`config.mk`:
```
export PLATFORM = sky130hd
export DESIGN_NAME = fifo_stream_reader
export DESIGN_NICKNAME = d
export VERILOG_FILES = /design/src/rtl/fifo_stream_reader.sv
export SDC_FILE = /design/constraint.sdc
export NUM_CORES = 1
export LEC_CHECK = 0
export CAP_MARGIN = 20
export CORE_UTILIZATION = 40
export CTS_BUF_LIST = sky130_fd_sc_hd__clkbuf_2 sky130_fd_sc_hd__clkbuf_4 sky130_fd_sc_hd__clkbuf_8
export CTS_CLUSTER_DIAMETER = 200
export CTS_CLUSTER_SIZE = 25
export DETAILED_ROUTE_END_ITERATION = 12
export REMOVE_ABC_BUFFERS = 1
export SLEW_MARGIN = 20
export SYNTH_ARGS = -nofsm -noshare
export SYNTH_HDL_FRONTEND = slang
export SYNTH_SLANG_ARGS = --single-unit
```
`constraint.sdc`:
```
create_clock -name clk -period 4.6 [get_ports clk]
set_input_delay 0.46 -clock clk [delete_from_list [all_inputs] [get_ports clk]]
set_output_delay 0.46 -clock clk [all_outputs]
set_load 0.02 [all_outputs]
```
`src/rtl/fifo_stream_reader.sv`:
```
// fifo_stream_reader
// Read-side controller for sync_fifo. Pops words from the FIFO read port and
// presents them on a valid/ready stream. A 2-entry output buffer absorbs the
// FIFO's one-cycle read latency, so the stream sustains one beat per cycle.
// The last beat of every BURST_LEN-beat burst is tagged with m_last.
//
// Ports:
//   clk, rst          clock, synchronous active-high reset
//   en                allows new FIFO reads to be issued
//   fifo_empty        FIFO empty flag
//   fifo_rd_en        FIFO read strobe (combinational)
//   fifo_rd_data      FIFO read data, valid the cycle after fifo_rd_en
//   m_valid/m_ready   output stream handshake
//   m_data, m_last    output beat data and end-of-burst tag
//   rd_count          number of FIFO pops since reset (wraps)
//   busy              a read is in flight or the buffer holds data
module fifo_stream_reader #(
  parameter int DATA_WIDTH = 8,
  parameter int BURST_LEN  = 4,
  parameter int CNT_WIDTH  = 16
) (
  input  logic                  clk,
  input  logic                  rst,
  input  logic                  en,
  input  logic                  fifo_empty,
  output logic                  fifo_rd_en,
  input  logic [DATA_WIDTH-1:0] fifo_rd_data,
  output logic                  m_valid,
  output logic [DATA_WIDTH-1:0] m_data,
  output logic                  m_last,
  input  logic                  m_ready,
  output logic [CNT_WIDTH-1:0]  rd_count,
  output logic                  busy
);

  localparam logic [7:0] LAST_IDX = 8'(BURST_LEN - 1);

  logic [1:0]            occ_q, occ_d;
  logic                  inflight_q, inflight_d;
  logic                  head_q, head_d;
  logic                  tail_q, tail_d;
  logic [7:0]            beat_idx_q, beat_idx_d;
  logic [CNT_WIDTH-1:0]  rd_count_q, rd_count_d;
  logic [DATA_WIDTH-1:0] buf_data_q [2];
  logic [DATA_WIDTH-1:0] buf_data_d [2];
  logic                  buf_last_q [2];
  logic                  buf_last_d [2];

  logic                  pop;
  logic [2:0]            level_after_pop;

  always_comb begin
    // Outputs are forced to zero while reset is asserted, not only after it.
    m_valid  = !rst && (occ_q != 2'd0);
    m_data   = m_valid ? buf_data_q[head_q] : '0;
    m_last   = m_valid && buf_last_q[head_q];
    busy     = !rst && (inflight_q || (occ_q != 2'd0));
    rd_count = rd_count_q;

    pop = m_valid && m_ready;

    // Occupancy the buffer will have once the in-flight word lands and the
    // current beat (if any) leaves; a new read is only issued if it fits.
    level_after_pop = {1'b0, occ_q} + {2'b00, inflight_q} - {2'b00, pop};
    fifo_rd_en      = en && !fifo_empty && !rst && (level_after_pop < 3'd2);

    occ_d      = level_after_pop[1:0];
    inflight_d = fifo_rd_en;
    head_d     = head_q;
    tail_d     = tail_q;
    beat_idx_d = beat_idx_q;
    buf_data_d = buf_data_q;
    buf_last_d = buf_last_q;
    rd_count_d = rd_count_q + CNT_WIDTH'(fifo_rd_en);

    if (inflight_q) begin
      buf_data_d[tail_q] = fifo_rd_data;
      buf_last_d[tail_q] = (beat_idx_q == LAST_IDX);
      tail_d             = ~tail_q;
      beat_idx_d         = (beat_idx_q == LAST_IDX) ? 8'd0 : beat_idx_q + 8'd1;
    end

    if (pop) begin
      head_d = ~head_q;
    end
  end

  always_ff @(posedge clk) begin
    if (rst) begin
      occ_q      <= 2'd0;
      inflight_q <= 1'b0;
      head_q     <= 1'b0;
      tail_q     <= 1'b0;
      beat_idx_q <= 8'd0;
      rd_count_q <= '0;
      for (int i = 0; i < 2; i++) begin
        buf_data_q[i] <= '0;
        buf_last_q[i] <= 1'b0;
      end
    end else begin
      occ_q      <= occ_d;
      inflight_q <= inflight_d;
      head_q     <= head_d;
      tail_q     <= tail_d;
      beat_idx_q <= beat_idx_d;
      rd_count_q <= rd_count_d;
      for (int i = 0; i < 2; i++) begin
        buf_data_q[i] <= buf_data_d[i];
        buf_last_q[i] <= buf_last_d[i];
      end
    end
  end

endmodule

```
Yosys cells after proc, flatten, opt, wreduce, memory -nomap -nowiden:

Index checks and enable logic that the tools add are counted.

* bits of input ports: 13
* output and inout bits: 28
* register bits after elaboration: 47

* eq/ne operators: 1
* add/sub/neg operators: 4
* magnitude comparators: 4
* bitwise logic cells: 4
* reductions and logical operators: 12
* multiplexer cells: 14

Operator list (count)
* two-way mux 8 bit: 6
* adder 16 x 1 -> 16 bit: 1
* bitwise mux 16 bit: 1
* adder 8 x 1 -> 8 bit, second input constant: 1
* demux 8 bit (select 1 bit): 1
* equality test 8 x 2 -> 1 bit, second input constant: 1
* logical AND 1 bit: 8
* greater-or-equal comparator 2 bit, second input constant: 2
* two-way mux 1 bit: 4
* NOT 1 -> 2 bit: 2
* adder 2 x 1 -> 3 bit: 1
* < comparator 3 x 2 -> 1 bit, second input constant: 1
* subtractor 3 x 1 -> 3 bit: 1
* bitwise mux 2 bit: 1
* logical NOT 1 bit: 2
* < comparator 2 x 1 -> 1 bit, second input constant: 1
* NOT 1 bit: 2
* nonzero test 2 bit: 1
* demux 1 bit (select 1 bit): 1
* logical OR 1 bit: 1

Longest topological paths before layout:

Gate-level depths: netlist (run 1).

* depth in word-level cells: 7
* gate-level depth with buffers: 15
* depth with buffers taken out: 14

Worst setup path before layout (run 1):

OpenSTA, ideal clock, no wires.

* path kind: input port to flip-flop
* start point: input port rst
* end point: register rd_count_q[14], in the netlist rd_count[14]
* stages on the path: 15
* data required time: 4.479 ns
* setup time: 0.121 ns
* buffers on the path: 1
* data arrival time: 4.146 ns
* slack: 0.334 ns
* cells stage by stage: o21bai_1 clkbuf_1 nor2_1 ha_1 inv_1 ha_1 inv_1 fa_1 nand2_1 nor4_1 ha_1 ha_1 nand4_2 nor4_1 mux2_2

* longest elaborated chain between the ends: 7
* elaborated cells between the ends (all ways): 8
* those cells by class: add/sub (2); order compare (1); reduce/logical (5)

RTL lines
* from (decl): RTL line 23 `input logic rst,`
* logical NOT 1 bit: RTL line 54 `m_valid = !rst && (occ_q != 2'd0);`
* logical AND 1 bit: RTL line 54
* logical AND 1 bit: RTL line 60 `pop = m_valid && m_ready;`
* net pop: RTL line 49 `logic pop;`
* subtractor 3 x 1 -> 3 bit: RTL line 64 `level_after_pop = {1'b0, occ_q} + {2'b00, inflight_q} - {2'b00, pop};`
* < comparator 3 x 2 -> 1 bit: RTL line 65 `fifo_rd_en = en && !fifo_empty && !rst && (level_after_pop < 3'd2);`
* logical AND 1 bit: RTL line 65
* net fifo_rd_en: RTL line 26 `output logic fifo_rd_en,`
* adder 16 x 1 -> 16 bit: RTL line 74 `rd_count_d = rd_count_q + CNT_WIDTH'(fifo_rd_en);`
* to (signal assigned): RTL line 106 `rd_count_q <= rd_count_d;`
* to (decl): RTL line 43 `logic [CNT_WIDTH-1:0] rd_count_q, rd_count_d;`

The timed path passes the listed nets, and every way through them passes these cells.
A chain may end at the register's enable or synchronous reset.

Worst setup path after layout (run 1):

* start point: input port rst
* end point: register rd_count_q[14], in the netlist rd_count[14]

* longest elaborated chain between the ends: 7
* elaborated cells between the ends (all ways): 8
* those cells by class: add/sub (2); order compare (1); reduce/logical (5)

RTL lines (RTL line)
* logical NOT 1 bit: 54
* logical AND 1 bit: 54
* logical AND 1 bit: 60
* net pop: 49
* subtractor 3 x 1 -> 3 bit: 64
* < comparator 3 x 2 -> 1 bit: 65
* logical AND 1 bit: 65
* adder 16 x 1 -> 16 bit: 74

The timed path passes the listed nets, and every way through them passes these cells.

==> results of run 1 <==
==> sequential cells by signal (all words and copies together) (netlist names) <==
register / count
buf_data_q: 16
rd_count: 16
beat_idx_q: 8
buf_last_q: 2
occ_q: 2
head_q: 1
inflight_q: 1
tail_q: 1
==> cell usage after synthesis, drive strengths merged (3+ instances only) <==
cell type	count	area [um^2]
o31ai	4	30.03
o21ai	8	40.04
xnor2	3	26.28
nand3	7	40.04
ha	5	62.56
inv	9	33.78
or4	5	37.54
clkbuf	5	18.77
nor4	5	31.28
nor2b	8	50.05
mux2i	9	90.09
dfxtp	47	940.9
mux2	3	33.78
buf	6	26.27
a21oi	32	160.2
nand2	44	165.2
nand4	10	81.33
xor2	5	43.79
nor2	21	78.83
or3	7	43.79
==> kinds of logic (layout without fill, tap and decap cells) <==
group / after synthesis / count (layout)
adder cells (fa/ha/maj): 6 / 6
AO/OA/AOI/OAI: 48 / 48
buffers and inverters: 20 / 59
XOR/XNOR: 8 / 8
AND/OR/NAND/NOR: 111 / 111
flip-flops: 47 / 47
multiplexers: 12 / 12
==> power groups by stage <==
stage	clock network, mW	registers (mW)	logic [mW]
after floorplan	0	0.441	0.0479
after global placement	0	0.444	0.0914
after detailed placement	0	0.444	0.0925
after CTS	0.324	0.434	0.0934
after global routing	0.337	0.437	0.102
final	0.312	0.434	0.0913
==> worst paths after layout <==
path / start / to / slack [ns] / cells after the start
worst max-delay path: rst / rd_count[14]$_SDFF_PP0_ / 0.72 / 15
worst min-delay path: buf_data_q[10]$_SDFFE_PP0P_ / buf_data_q[10]$_SDFFE_PP0P_ / 0.46 / 2
worst max register to register: inflight_q$_SDFF_PP0_ / rd_count[14]$_SDFF_PP0_ / 0.84 / 13
worst min register to register: buf_data_q[10]$_SDFFE_PP0P_ / buf_data_q[10]$_SDFFE_PP0P_ / 0.46 / 2
==> layout by cell type, fill, tap and decap left out, types with 2 or more instances in the layout <==
cell,count
dfxtp_1,47
nand2_1,44
clkdlybuf4s50_1,40
a21oi_1,32
nor2_1,21
inv_1,9
mux2i_1,9
o21ai_0,8
nor2b_1,8
nand4_1,7
or3_1,7
nand3_1,6
clkbuf_8,6
xor2_1,5
nor4_1,5
or4_1,5
ha_1,5
o31ai_1,4
nand4_2,3
xnor2_1,3
mux2_2,2
buf_4,2
==> tightest hold or removal path, stage by stage, from the launching register on <==
cell and delay (ns):
dfxtp_1 0.31, nand2_1 0.05, a21oi_1 0.05
==> layer usage <==
layer | GRT usage (%) | vias to the layer above | wire, um
met2 | 26.93 | 34 | 2044
met5 | 0 | - | 0
met4 | 5.660 | 0 | 42
met1 | 23.09 | 841 | 2103
li1 | - | 949 | -
met3 | 4.685 | 5 | 212
==> area by class of cell <==
type	count	area share, %
Clock buffer	6	3.061
Clock inverter	2	1.299
Inverter	9	1.252
Multi-Input combinational cell	185	40.86
Sequential cell	47	34.88
Tap cell	70	3.247
Timing Repair Buffer	42	15.40
==> per-stage QoR <==
step	area [um^2]	instances	power, mW
3_3_place_gp	2580	353	0.5352
6_report	2698	361	0.8374
5_1_grt	2698	361	0.8760
2_1_floorplan	2077	241	0.4893
3_5_place_dp	2580	353	0.5363
4_1_cts	2698	361	0.8512
==> flow_summary.yaml, run 1 <==
yosys:
  synth_adder_area_share_pct: 3.892
  synth_area_um2: 2122
  synth-xor-area-share_pct: 3.302
  seq_area_frac_synth_pct: 44.34
  synthMuxAreaShare_pct: 5.837
  synth-seq-cells: 47
  synth-simple-area-share_pct: 26.42
  ys_async_sr_fraction_pct: 0
  synth_top_flop_cell: "dfxtp_1"
  synth_top_family_by_area: "simple AND/OR/NAND/NOR gates"
  synthCells: 252
  synth_edf_count: 0
  ys_warn_count: 0
  synthDistinctLibCells: 33
  synth_compound_area_share_pct: 12.50
  avgSynthCellArea_um2: 8.421
cells_and_area:
  drive_above_1_share_pct: 6.186
  area_growth_pct: 27.12
  fin_util_pct: 52.82
  nFillCells: 497
  multiInputGateArea_um2: 1102
  seq_area_um2: 940.9
  n_antenna_cell: 0
  fin_nets: 309
floorplanning:
  die_area_um2: 5600
  initial_core_util_pct: 41.55
  core_um2: 5107
  die_h_um: 74.84
  rows: 26
  die_x_um: 74.84
  io_pins: 41
worst_setup_path:
  critPathKind: "in -> reg"
  path_common_cell: "ha_1"
  worst_path_max_delay_cell: "clkdlybuf4s50_1"
  critPathLaunchType: "primary input"
  cpPeakStageDelay_ns: 0.51
  worst-endpoint-required_ns: 4.80
  crit_fanout: 9
  cp_num_buf_inv: 3
  worstSetupEndpointType: "flip-flop"
  worstPathArrival_ns: 4.08
  path_cells: "clkdlybuf4s50_1, o21bai_1, nor2_1, ha_1, inv_1, ha_1, inv_1, fa_1, nand2_1, nor4_1, ha_1, ha_1, nand4_2, nor4_1, mux2_2"
  cp_top_family: "adder cells"
power:
  pwr-share-clk_pct: 37.3
  irDropWorstVdd_uv: 176.8
  p_leak_nw: 0.9199
  power.switching_uw: 199.3
  power_frac_comb_pct: 10.9
  internal_power_uw: 638.1
  power_density_nw_per_um2: 310.4
  pwr-share-seq_pct: 51.8
  p_sw_share_pct: 23.80
timing:
  relSlewSlack_pct: 54.74
  hold_viol_final: 0
  fmax_mhz: 257.7
  hold_slack_ns: 0.4578
  fin_crit_ns: 3.881
  tightest_slew_ns: 0.6776
  setup_slack_ns: 0.7191
  slew_violations: 0
  setup_viol: 0
  rsz0062_at_grt: "false"
  finalClockSkew_ns: 0.005176
  finalCritPeriodShare_pct: 84.37
  fin_setup_tns_ns: 0
grt:
  grt_max_degree: 48
  antenna_found_initial: 0
  grt_pass1_wl_mm: 7.341
  grt_overflow: 0
  grt_pass1_vias: 1647
  grt_usage_pct: 17.23
min_path:
  hold_class: "reg -> reg"
clock_tree:
  path_clk_slew_ns: 0.09
  clk_latency_ns: 0.30
  cts_htree_levels: 2
  clock-root-buffer: "clkbuf_8"
  cts.sinks: 47
  clk_path_buf_depth: 2
  post_cts_buffers: 0
  postCtsHoldBufs: 0
  cts_resized: 0
  numCtsBuffers: 5
  cts_tree: "yes"
placed_design:
  io_buffers: 40
  place.gp.congestion: 0.7529
  dp_hpwl_mm: 3.017
  dp_slack_ns: 0.3906
drt:
  routed_via_density: 5.066
  drc: 0
  drt_iter0_markers: 105
  ant_nets: 0
  dr_total_vias: 1829
  wl_mm: 4.404
  wl_per_cell_um: 12.20
  drt-pass1-iter-count: 4
job:
  cap_violations: 0
status:
  outcome: "finished clean"
Power figures use the tool's default switching activity.
==> inputs of run 2 (changes only) <==
--- a/config.mk
+++ b/config.mk
@@ -11,6 +11,7 @@
 export CTS_CLUSTER_DIAMETER = 200
 export CTS_CLUSTER_SIZE = 25
 export DETAILED_ROUTE_END_ITERATION = 12
+export PLACE_DENSITY = 0.67
 export REMOVE_ABC_BUFFERS = 1
 export SLEW_MARGIN = 20
 export SYNTH_ARGS = -nofsm -noshare
==> constraint.sdc (replaced) <==
create_clock -name clk -period 3.45 [get_ports clk]
set_input_delay 0.345 -clock clk [delete_from_list [all_inputs] [get_ports clk]]
set_output_delay 0.345 -clock clk [all_outputs]
set_load 0.02 [all_outputs]
==> run 2 against run 1 <==
Net effect:
- cell count increased by 2.8%
- sequential cell count unchanged
- sequential power increased by 33%
- non-clock buffer count increased by 10
- clock skew increased by 0.0018 ns
- clock power increased by 39%
==> flow_summary.yaml, run 2 (synthesis results as in run 1) <==
grt:
  grt_usage_pct: 17.24
  antenna_found_initial: 0
  grt_overflow: 0
  grt_pass1_vias: 1622
  grt_max_degree: 48
  grt_pass1_wl_mm: 7.424
worst_setup_path:
  crit_fanout: 9
  worst-endpoint-required_ns: 3.64
  worstPathArrival_ns: 3.49
  critPathKind: "in -> reg"
  reg2reg_depth: 14
  worstSetupEndpointType: "flip-flop"
  critPathLaunchType: "primary input"
timing:
  relSlewSlack_pct: 56.91
  hold_slack_ns: 0.4573
  finalCritPeriodShare_pct: 95.70
  fin_setup_tns_ns: 0
  tightest_slew_ns: 0.6451
  slew_violations: 0
  hold_viol_final: 0
  finalClockSkew_ns: 0.006985
  setup_viol: 0
  fin_crit_ns: 3.302
  fmax_mhz: 302.9
clock_tree:
  clk_latency_ns: 0.30
  clock-root-buffer: "clkbuf_8"
  cts_tree: "yes"
  path_clk_slew_ns: 0.09
  cts.sinks: 47
  numCtsBuffers: 5
  postCtsHoldBufs: 0
  cts_htree_levels: 2
  clk_path_buf_depth: 2
floorplanning:
  initial_core_util_pct: 41.55
  io_pins: 41
  die_x_um: 74.84
  core_um2: 5107
  die_h_um: 74.84
  die_area_um2: 5600
  rows: 26
power:
  power_density_nw_per_um2: 405.7
  p_leak_nw: 0.9934
  irDropWorstVdd_uv: 253.2
  power_mw: 1.146
cells_and_area:
  seq_area_um2: 940.9
  multiInputGateArea_um2: 1152
  area_growth_pct: 33.08
  drive_above_1_share_pct: 10.96
  final_common_cell: "dfxtp_1"
  fin_nets: 319
  final_cell_mix: "47 x dfxtp_1, 44 x nand2_1, 38 x clkdlybuf4s50_1"
  instances_no_fill: 371
  postLayoutCellArea_um2: 2824
  n_antenna_cell: 0
  nFillCells: 495
drt:
  routed_via_density: 5.105
  routed.top_layer: "met4"
  drt_iter0_markers: 139
  dr_wl_met2_mm: 2.160
  dr_total_vias: 1894
  routed-wl-met3_um: 150
  wl_per_cell_um: 12.43
  wl_met1_mm: 2.218
  drc: 0
  drt-pass1-iter-count: 4
  ant_nets: 0
  wl_mm: 4.612
min_path:
  hold_class: "reg -> reg"
  min_path_cells: 2
placed_design:
  place.gp.congestion: 0.7723
  io_buffers: 40
  dp_hpwl_mm: 3.090
  dpl.cell_count: 363
  post_dp_cell_area_um2: 2655
status:
  outcome: "finished clean"
job:
  cap_violations: 0
## run 2: final cells by class
class                           instances  share of cell area, %
Inverter                                9                  1.196
Tap cell                               70                  3.101
Timing Repair Buffer                   52                  17.28
Clock buffer                            6                  2.924
Sequential cell                        47                  33.32
Clock inverter                          2                  1.374
Multi-Input combinational cell        185                  40.81
## run 2: stage by stage
| step | worst slack, ns | utilization (%) |
|---|---|---|
| CTS | 0.08088 | 54.90 |
| global placement | -0.3955 | 51.98 |
| detailed placement | -0.5043 | 51.98 |
| floorplan | -0.8027 | - |
| global route | -0.0006617 | 55.29 |
| finish | 0.1483 | 55.29 |
## run 2: report_power, final
part	total, mW	switching, mW	internal (mW)
sequential	0.576	0.0166	0.559
combinational	0.136	0.0729	0.0634
clock	0.434	0.195	0.239
## run 2: critical path, cell delays in order
cell             delay, ns
clkdlybuf4s50_1       0.45
inv_1                 0.06
nor2_1                0.10
ha_1                  0.23
inv_1                 0.06
ha_1                  0.13
inv_1                 0.04
fa_1                  0.37
xor2_1                0.19
nor4_4                0.26
ha_2                  0.23
ha_2                  0.21
nand4_4               0.17
nor4_4                0.27
mux2_2                0.37
## run 2: what timing repair did
action,CTS,global route
setup endpoints to repair,10,5
pin swaps,1,2
resized for setup,7,3
cloned,0,0
setup buffers,0,0
## run 2: worst paths after layout
kind / startpoint / slack, ns / endpoint
max: m_ready / 0.15 / rd_count[14]$_SDFF_PP0_
min: buf_data_q[13]$_SDFFE_PP0P_ / 0.46 / buf_data_q[13]$_SDFFE_PP0P_
max reg2reg: occ_q[1]$_SDFF_PP0_ / 0.18 / rd_count[14]$_SDFF_PP0_
min reg2reg: buf_data_q[13]$_SDFFE_PP0P_ / 0.46 / buf_data_q[13]$_SDFFE_PP0P_
## run 2: layer usage
| layer | GRT usage, % | vias up |
|---|---|---|
| met5 | 0 | - |
| met4 | 6.918 | 0 |
| met3 | 2.811 | 10 |
| met2 | 25.93 | 35 |
| met1 | 24.61 | 876 |
| li1 | - | 973 |
==> inputs of run 3 (changes only) <==
--- a/config.mk
+++ b/config.mk
@@ -11,7 +11,7 @@
 export CTS_CLUSTER_DIAMETER = 200
 export CTS_CLUSTER_SIZE = 25
 export DETAILED_ROUTE_END_ITERATION = 12
-export PLACE_DENSITY = 0.67
+export HOLD_SLACK_MARGIN = 0.05
 export REMOVE_ABC_BUFFERS = 1
 export SLEW_MARGIN = 20
 export SYNTH_ARGS = -nofsm -noshare
==> constraint.sdc (replaced) <==
create_clock -name clk -period 3.67 [get_ports clk]
set_input_delay 0.367 -clock clk [delete_from_list [all_inputs] [get_ports clk]]
set_output_delay 0.367 -clock clk [all_outputs]
set_load 0.02 [all_outputs]
==> run 3 against run 2 <==
Net effect:
- sequential cell count unchanged
- sequential share of layout area rose by 0.74 points
- total power fell by 14%
- count of clock-buffer cells in the layout up 1
- clock skew down 0.0041 ns
- global-route usage up 0.81 points
- die area unchanged
- core utilization fell by 1.2 points
- non-clock buffer count fell by 3
- first-iteration DRC count down 30%
- critical endpoint unchanged
==> flow_summary.yaml, run 3 (synthesis results as in run 1) <==
grt:
  grt_usage_pct: 18.06
  grt_overflow: 0
  grt_max_degree: 48
  antenna_found_initial: 0
  grt_pass1_vias: 1623
  grt_pass1_wl_mm: 7.603
power:
  power_frac_comb_pct: 12.9
  p_sw_share_pct: 25.90
  power_uw: 988.6
  p_leak_nw: 0.9652
  irDropWorstVdd_uv: 197.8
  internal_power_uw: 732.5
  pwr-share-clk_pct: 32.4
  power_density_nw_per_um2: 357.8
  power.switching_uw: 256.1
  pwr-share-seq_pct: 54.7
placed_design:
  dp_hpwl_mm: 3.167
  dpl.cell_count: 360
  dp_slack_ns: -0.3258
  io_buffers: 40
  place.gp.congestion: 0.7848
timing:
  hold_viol_final: 0
  rsz0062_at_grt: "false"
  setup_slack_ns: 0.2303
  slew_violations: 0
  setup_viol: 0
  finalClockSkew_ns: 0.002868
  fin_crit_ns: 3.440
  finalCritPeriodShare_pct: 93.73
  tightest_slew_ns: 0.7357
  relSlewSlack_pct: 50.85
  fmax_mhz: 290.7
drt:
  wl_per_cell_um: 12.89
  dr_total_vias: 1867
  drt-pass1-iter-count: 4
  drc: 0
  ant_nets: 0
  wl_mm: 4.745
  drt_iter0_markers: 97
  routed_via_density: 5.073
worst_setup_path:
  worstSetupEndpointType: "flip-flop"
  critPathLaunchType: "primary input"
  worstPathArrival_ns: 3.64
  worst-endpoint-required_ns: 3.87
  critPathKind: "in -> reg"
  crit_fanout: 9
clock_tree:
  clk_path_buf_depth: 2
  cts_htree_levels: 2
  cts.sinks: 47
  path_clk_slew_ns: 0.08
  post_cts_buffers: 0
  numCtsBuffers: 5
  clk_latency_ns: 0.30
  cts_tree: "yes"
  clock-root-buffer: "clkbuf_8"
floorplanning:
  io_pins: 41
  die_x_um: 74.84
  core_um2: 5107
  initial_core_util_pct: 41.55
  die_area_um2: 5600
  die_h_um: 74.84
  rows: 26
cells_and_area:
  instances_no_fill: 368
  area_growth_pct: 30.19
  drive_above_1_share_pct: 9.732
  final_common_cell: "dfxtp_1"
  fin_nets: 316
  final_cell_mix: "47 x dfxtp_1, 44 x nand2_1, 39 x clkdlybuf4s50_1"
  n_antenna_cell: 0
job:
  cap_violations: 0
status:
  outcome: "finished clean"
min_path:
  hold_class: "reg -> reg"
run 3: cell count changes in the layout (fill, tap and decap cells not counted), sizes merged:
cell,change
clkbuf,+1
buf,-3
bufinv,-1
clkinv,+1
dlygate4sd2,-2
inv,-1
dlymetal6s2s,+1
clkdlybuf4s50,+1
run 3: timing repair:
item,in CTS,in global routing
pin swaps,0,1
hold buffers,0,0
setup endpoints to repair,2,6
gates resized for setup,2,5
run 3: power by group through the flow:
stage	Sequential, mW	Combinational [mW]	Clock (mW)
finish	0.541	0.127	0.320
detailed placement	0.554	0.123	0
global placement	0.553	0.121	0
floorplan	0.553	0.0601	0
global route	0.544	0.142	0.347
CTS	0.542	0.126	0.330
run 3: worst paths after layout:
check	from	slack, ns	cells past startpoint	endpoint
worst max-delay path	rst	0.23	15	rd_count[14]$_SDFF_PP0_
worst min-delay path	buf_data_q[7]$_SDFFE_PP0P_	0.46	2	buf_data_q[7]$_SDFFE_PP0P_
worst max register to register	occ_q[1]$_SDFF_PP0_	0.45	14	rd_count[14]$_SDFF_PP0_
worst min register to register	buf_data_q[7]$_SDFFE_PP0P_	0.46	2	buf_data_q[7]$_SDFFE_PP0P_
run 3: layer usage:
metal	global-route usage [%]	up-vias	share of wire, %	routed length, um
li1	-	964	-	-
met1	25.17	863	50	2388
met2	26.93	33	44	2102
met3	3.079	7	3.5	165
met4	9.015	0	1.9	89
met5	0	-	0	0
run 3: area by class of cell:
cell class                 count  area, um^2
clock buffer                   7       83.83
clock inverter                 1       5.005
timing repair buffer          49       470.5
inverter                       9       33.78
tap                           70       87.58
multi-input combinational    185        1141
fill                         490        2345
sequential                    47       940.9
run 3: critical path, cell delays in order:
cell,delay [ns]
clkdlybuf4s50_1,0.53
o21bai_1,0.15
nor2_1,0.07
ha_1,0.27
inv_1,0.06
ha_1,0.13
inv_1,0.05
fa_1,0.38
xor2_1,0.19
nor4_4,0.25
ha_2,0.22
ha_1,0.20
nand4_4,0.17
nor4_2,0.26
mux2_2,0.36
run 3: metrics by stage:
stage | TNS (ns) | util (%) | hold WS, ns | cell area (um^2)
3_5_place_dp | -1.226 | 51.54 | 0.4465 | 2633
3_3_place_gp | -0.7911 | 51.54 | 0.4409 | 2633
4_1_cts | 0 | 53.53 | 0.4585 | 2734
2_1_floorplan | -3.661 | - | 0.4296 | 2077
5_1_grt | 0 | 54.09 | 0.4718 | 2763
6_report | 0 | 54.09 | 0.4588 | 2763
